===== src/rtl/spi_master_buffer.sv =====
// SPI mode-0 initiator: shifts out 1-4 latched bytes MSB first and captures the
// same number of bytes from MISO into rx_data, generating SCLK and CS_N.
module spi_master_buffer #(
  parameter int CLK_DIV = 4
) (
  input  logic        clk,
  input  logic        reset,
  input  logic        start,
  input  logic [2:0]  length,
  input  logic [31:0] tx_data,
  output logic [31:0] rx_data,
  output logic        busy,
  output logic        done,
  output logic        spi_sclk,
  output logic        spi_cs_n,
  output logic        spi_tx,
  input  logic        spi_rx
);

  typedef enum logic [2:0] {S_IDLE, S_SETUP, S_HIGH, S_LOW, S_FINISH} state_t;

  localparam logic [7:0] LAST_CNT = 8'(CLK_DIV - 1);
  localparam logic [7:0] FIN_CNT  = 8'(CLK_DIV);

  state_t      r_state;
  state_t      w_nxt;
  logic [7:0]  r_cnt;
  logic [31:0] r_tx;
  logic [2:0]  r_len;
  logic [1:0]  r_byte;
  logic [2:0]  r_bit;
  logic [7:0]  r_sh;
  logic        w_half_end;
  logic        w_final;
  logic [2:0]  w_len;

  assign w_half_end = (r_cnt == LAST_CNT);
  assign w_final    = (r_bit == 3'd0) && ({1'b0, r_byte} == (r_len - 3'd1));
  assign w_len      = (length > 3'd4) ? 3'd4 : length;

  always_ff @(posedge clk) begin
    if (reset) begin
      r_state <= S_IDLE;
      r_cnt   <= 8'd0;
    end else begin
      r_state <= w_nxt;
      if (w_nxt != r_state)
        r_cnt <= 8'd0;
      else if (r_state != S_IDLE)
        r_cnt <= r_cnt + 8'd1;
    end
  end

  // FINISH runs one extra count so the done cycle is still owned by FINISH
  always_comb begin
    w_nxt = r_state;
    case (r_state)
      S_IDLE:   if (start && (length != 3'd0)) w_nxt = S_SETUP;
      S_SETUP:  if (w_half_end) w_nxt = S_HIGH;
      S_HIGH:   if (w_half_end) w_nxt = w_final ? S_FINISH : S_LOW;
      S_LOW:    if (w_half_end) w_nxt = S_HIGH;
      S_FINISH: if (r_cnt == FIN_CNT) w_nxt = S_IDLE;
      default:  w_nxt = S_IDLE;
    endcase
  end

  always_ff @(posedge clk) begin
    if (reset) begin
      rx_data  <= 32'd0;
      busy     <= 1'b0;
      done     <= 1'b0;
      spi_sclk <= 1'b0;
      spi_cs_n <= 1'b1;
      spi_tx   <= 1'b0;
    end else begin
      done     <= 1'b0;
      spi_sclk <= (w_nxt == S_HIGH);
      case (r_state)
        S_IDLE: begin
          if (start) begin
            if (length != 3'd0) begin
              r_tx     <= tx_data;
              r_len    <= w_len;
              r_byte   <= 2'd0;
              r_bit    <= 3'd7;
              spi_tx   <= tx_data[7];
              spi_cs_n <= 1'b0;
              busy     <= 1'b1;
            end else begin
              done <= 1'b1;
            end
          end
        end
        S_SETUP, S_LOW: begin
          if (w_nxt == S_HIGH)
            r_sh <= {r_sh[6:0], spi_rx};
        end
        S_HIGH: begin
          if (w_nxt != S_HIGH) begin
            if (r_bit == 3'd0)
              rx_data[{r_byte, 3'b000} +: 8] <= r_sh;
            if (w_nxt == S_LOW) begin
              if (r_bit == 3'd0) begin
                r_byte <= r_byte + 2'd1;
                r_bit  <= 3'd7;
                spi_tx <= r_tx[{r_byte + 2'd1, 3'd7}];
              end else begin
                r_bit  <= r_bit - 3'd1;
                spi_tx <= r_tx[{r_byte, r_bit - 3'd1}];
              end
            end
          end
        end
        S_FINISH: begin
          if (r_cnt == LAST_CNT) begin
            spi_cs_n <= 1'b1;
            busy     <= 1'b0;
            done     <= 1'b1;
            spi_tx   <= 1'b0;
          end
        end
        default: ;
      endcase
    end
  end

endmodule


===== config.mk =====
export PLATFORM = sky130hd
export DESIGN_NAME = spi_master_buffer
export DESIGN_NICKNAME = d
export VERILOG_FILES = /design/src/rtl/spi_master_buffer.sv
export SDC_FILE = /design/constraint.sdc
export NUM_CORES = 1
export LEC_CHECK = 0
export BUFFER_PORTS_ARGS = -buffer_cell sky130_fd_sc_hd__buf_2
export CAP_MARGIN = 20
export CORE_MARGIN = 2
export CORE_UTILIZATION = 43
export DETAILED_ROUTE_END_ITERATION = 8
export PLACE_DENSITY = 0.66
export SYNTH_ARGS = -nofsm -noshare
export SYNTH_HDL_FRONTEND = slang
export SYNTH_SLANG_ARGS = --single-unit
export TNS_END_PERCENT = 50

===== constraint.sdc =====
create_clock -name clk -period 8.45 [get_ports clk]
set_clock_uncertainty 0.15 [all_clocks]
set_input_delay 0.845 -clock clk [delete_from_list [all_inputs] [get_ports clk]]
set_output_delay 0.845 -clock clk [all_outputs]
set_load 0.01 [all_outputs]

==> out/results.tsv <==
metric	value	unit
status	finished, final reports clean	
worst_setup_path_end_kind	flip-flop	
total_setup_violations_reported_at_the_end_of_the_flow	0	
layout_area_growth_over_synthesis	15.7	%
finalHoldViolCount	0	
synthesis.instances	367	
synth.largest_area_cell	sky130_fd_sc_hd__edfxtp_1	
synth.top_cell.area_share	35.3	%
min_period_over_period	34.2	%
pre_cts_slack	5.53	ns
post_synth_main_area_contributors	sky130_fd_sc_hd__edfxtp_1 (35%), sky130_fd_sc_hd__dfxtp_1 (24%), sky130_fd_sc_hd__nand3_1 (5.2%)	
worstPathMaxFanout	15	
cts_max_path_buffers	2	
routed_wirelength	7640	um
yosys.cell_types.count	46	
grt_busiest_layer	met2	
cts-buffers-inserted	9	
cts-root-buf	sky130_fd_sc_hd__clkbuf_8	
grt_remaining_overflow	0	
power_per_cell_area	180	nW/um^2
share_of_the_yosys_chip_area_belonging_to_registers	58.9	%
power.ir.vdd_worst	0.000160	V
finalSetupTns	0	ns
initial_utilization	44.2	%
path_clk_slew	0.09	ns
remaining_number_of_nets_flagged_by_the_antenna_check_after_routing	0	
grt.met2_usage	25.4	%
globalplace.congestion	0.815	
num_antenna_cells	0	
number_of_top_level_pins	76	
worstMarginPinSlew	0.904	ns
first_global_vias	2667	
post_drt_wl_per_cell	13.4	um
grt_max_degree	43	
skew_pair_late_insertion_delay	0.35	ns
max_cap_viol_count	0	
drc_errors	0	
maxClockFrequency	346	MHz
fp.dieW	101	um
routed_via_density	5.00	
grt_use_total	15.8	%
synth_top_family_by_area	simple AND/OR/NAND/NOR gates	
place_hpwl	5480	um
final.setup.worst_slack	5.56	ns
placement.io_buffers	75	
path_class	reg -> reg	
route.vias.total	2846	
post_synth_xor_area_fraction	2.58	%
die_y	101	um
static-leakage-power	1.77	nW
period_minus_slack	2.89	ns
warnings_from_yosys	0	
final_nets	484	
cts_num_sinks	96	
slew_violations	0	
required	8.51	ns
timing.critical_path.arrival	2.95	ns
grt_setup_unrepaired	false	
rows	35	
dieArea	10300	um^2
grt_pass1_wl	12600	um
final_common_cell	sky130_fd_sc_hd__buf_2	
synth-seq-cells	96	
cts.repair_timing.setup_buffer_count	0	
gr-usage-met3	4.07	%
critical_path.startpoint_type	flip-flop	
antenna_found_initial	0	
netlist_area	4080	um^2
drive_gt1_share	24.3	%
synth_simple_gate_area_share	19.2	%
postCtsResizedCells	0	
mux_contribution_to_synthesized_area	4.54	%
detailedRoute.firstPassIterationCount	4	
most_frequent_cells_in_the_layout	sky130_fd_sc_hd__buf_2 (75), sky130_fd_sc_hd__nand2_1 (50), sky130_fd_sc_hd__dfxtp_1 (48), sky130_fd_sc_hd__edfxtp_1 (48), sky130_fd_sc_hd__nand3_1 (42)	
hold_buffers	0	
avg_cell_area_syn	11.1	um^2
synth.net_count	416	
core_region_area	9240	um^2
cts_tree	built	
synth_compound_area_share	8.15	%
timing.max_slew.rel_slack	39.6	%
hold_path.class	reg -> reg	
synth-adder-area-share	3.07	%
grt_util_met1	20.9	%
drt_iter0_drc	190	
cts.htree.levels	3	
==> cell type report <==
class / instances / area (um^2)
clock buffer: 11 / 141
clock inverter: 5 / 62.6
fill: 851 / 4520
inverter: 10 / 37.5
multi-input combinational: 242 / 1530
sequential: 96 / 2400
tap: 129 / 161
timing repair buffer: 76 / 383
==> final timing paths <==
check / cells after the start / endpoint / startpoint / slack, ns
setup / recovery: 7 / spi_tx$_SDFFE_PP0P_ / r_bit[0]$_SDFFCE_PP1P_ / 5.56
hold / removal: 2 / rx_data[17]$_SDFFE_PP0P_ / rx_data[17]$_SDFFE_PP0P_ / 0.30
setup reg to reg: 7 / spi_tx$_SDFFE_PP0P_ / r_bit[0]$_SDFFCE_PP1P_ / 5.56
hold reg to reg: 2 / rx_data[17]$_SDFFE_PP0P_ / rx_data[17]$_SDFFE_PP0P_ / 0.30
==> power breakdown <==
part / switching, W / total, W / leakage [nW] / internal (W)
clock network: 0.000156 / 0.000304 / 0.105 / 0.000148
registers: 0.00000578 / 0.000505 / 0.821 / 0.000499
logic: 0.0000234 / 0.0000412 / 0.847 / 0.0000178
==> per-layer routing <==
layer | wire length, um | vias up | share of wire (%)
met5 | 0 | - | 0
met1 | 3530 | 1304 | 46
met3 | 411 | 9 | 5.4
li1 | - | 1444 | -
met4 | 94 | 0 | 1.2
met2 | 3600 | 89 | 47
==> cells in the mapped netlist, drive strengths merged <==
cell type,instances
mux2i,5
nor2,19
a211oi,2
o31ai,1
inv,10
nor3,5
mux2,2
buf,13
nand2,52
a311oi,2
nand3b,1
nor4,5
and2,5
and4,1
edfxtp,48
nor4b,1
clkbuf,6
and3,3
dfxtp,48
a22oi,1
ha,10
nor3b,4
mux4,5
a31oi,1
o21ai,3
nand2b,1
nand3,42
a21oi,38
a21boi,1
o311ai,1
o21a,2
o211ai,1
nor2b,7
or2,1
and3b,1
a2111oi,2
or3,1
nand4,4
xnor2,4
xor2,8
==> metrics by stage <==
stage	instance area [um^2]	hold WS [ns]	util, %	total power (W)	instances
final	4720	0.301	51.1	0.000850	569
after global routing	4720	0.322	51.1	0.000886	569
after CTS	4720	0.304	51.1	0.000862	569
after detailed placement	4520	0.292	48.9	0.000557	553
after global placement	4520	0.287	48.9	0.000557	553
after floorplan	4080	0.317	-	0.000542	367
==> registers in the layout, summed over array words and instances, names as in the netlist <==
signal and cells:
r_tx 32, rx_data 32, r_cnt 8, r_sh 8, r_bit 3, r_len 3
r_state 3, r_byte 2, busy 1, done 1, spi_cs_n 1, spi_sclk 1
spi_tx 1
==> critical path: stages (launching register included) <==
cell,delay [ns]
sky130_fd_sc_hd__edfxtp_1,0.57
sky130_fd_sc_hd__inv_1,0.20
sky130_fd_sc_hd__ha_1,0.72
sky130_fd_sc_hd__mux4_2,0.57
sky130_fd_sc_hd__a31oi_1,0.17
sky130_fd_sc_hd__a311oi_1,0.11
sky130_fd_sc_hd__nor4_2,0.20
sky130_fd_sc_hd__nor3_2,0.06
==> kinds of logic after synthesis <==
group / count (synthesis)
fa+ha+maj: 10
mux: 12
compound gates: 55
xor+xnor: 12
buf+inv: 29
simple gates: 153
flops: 96
Power figures use the tool's default switching activity.
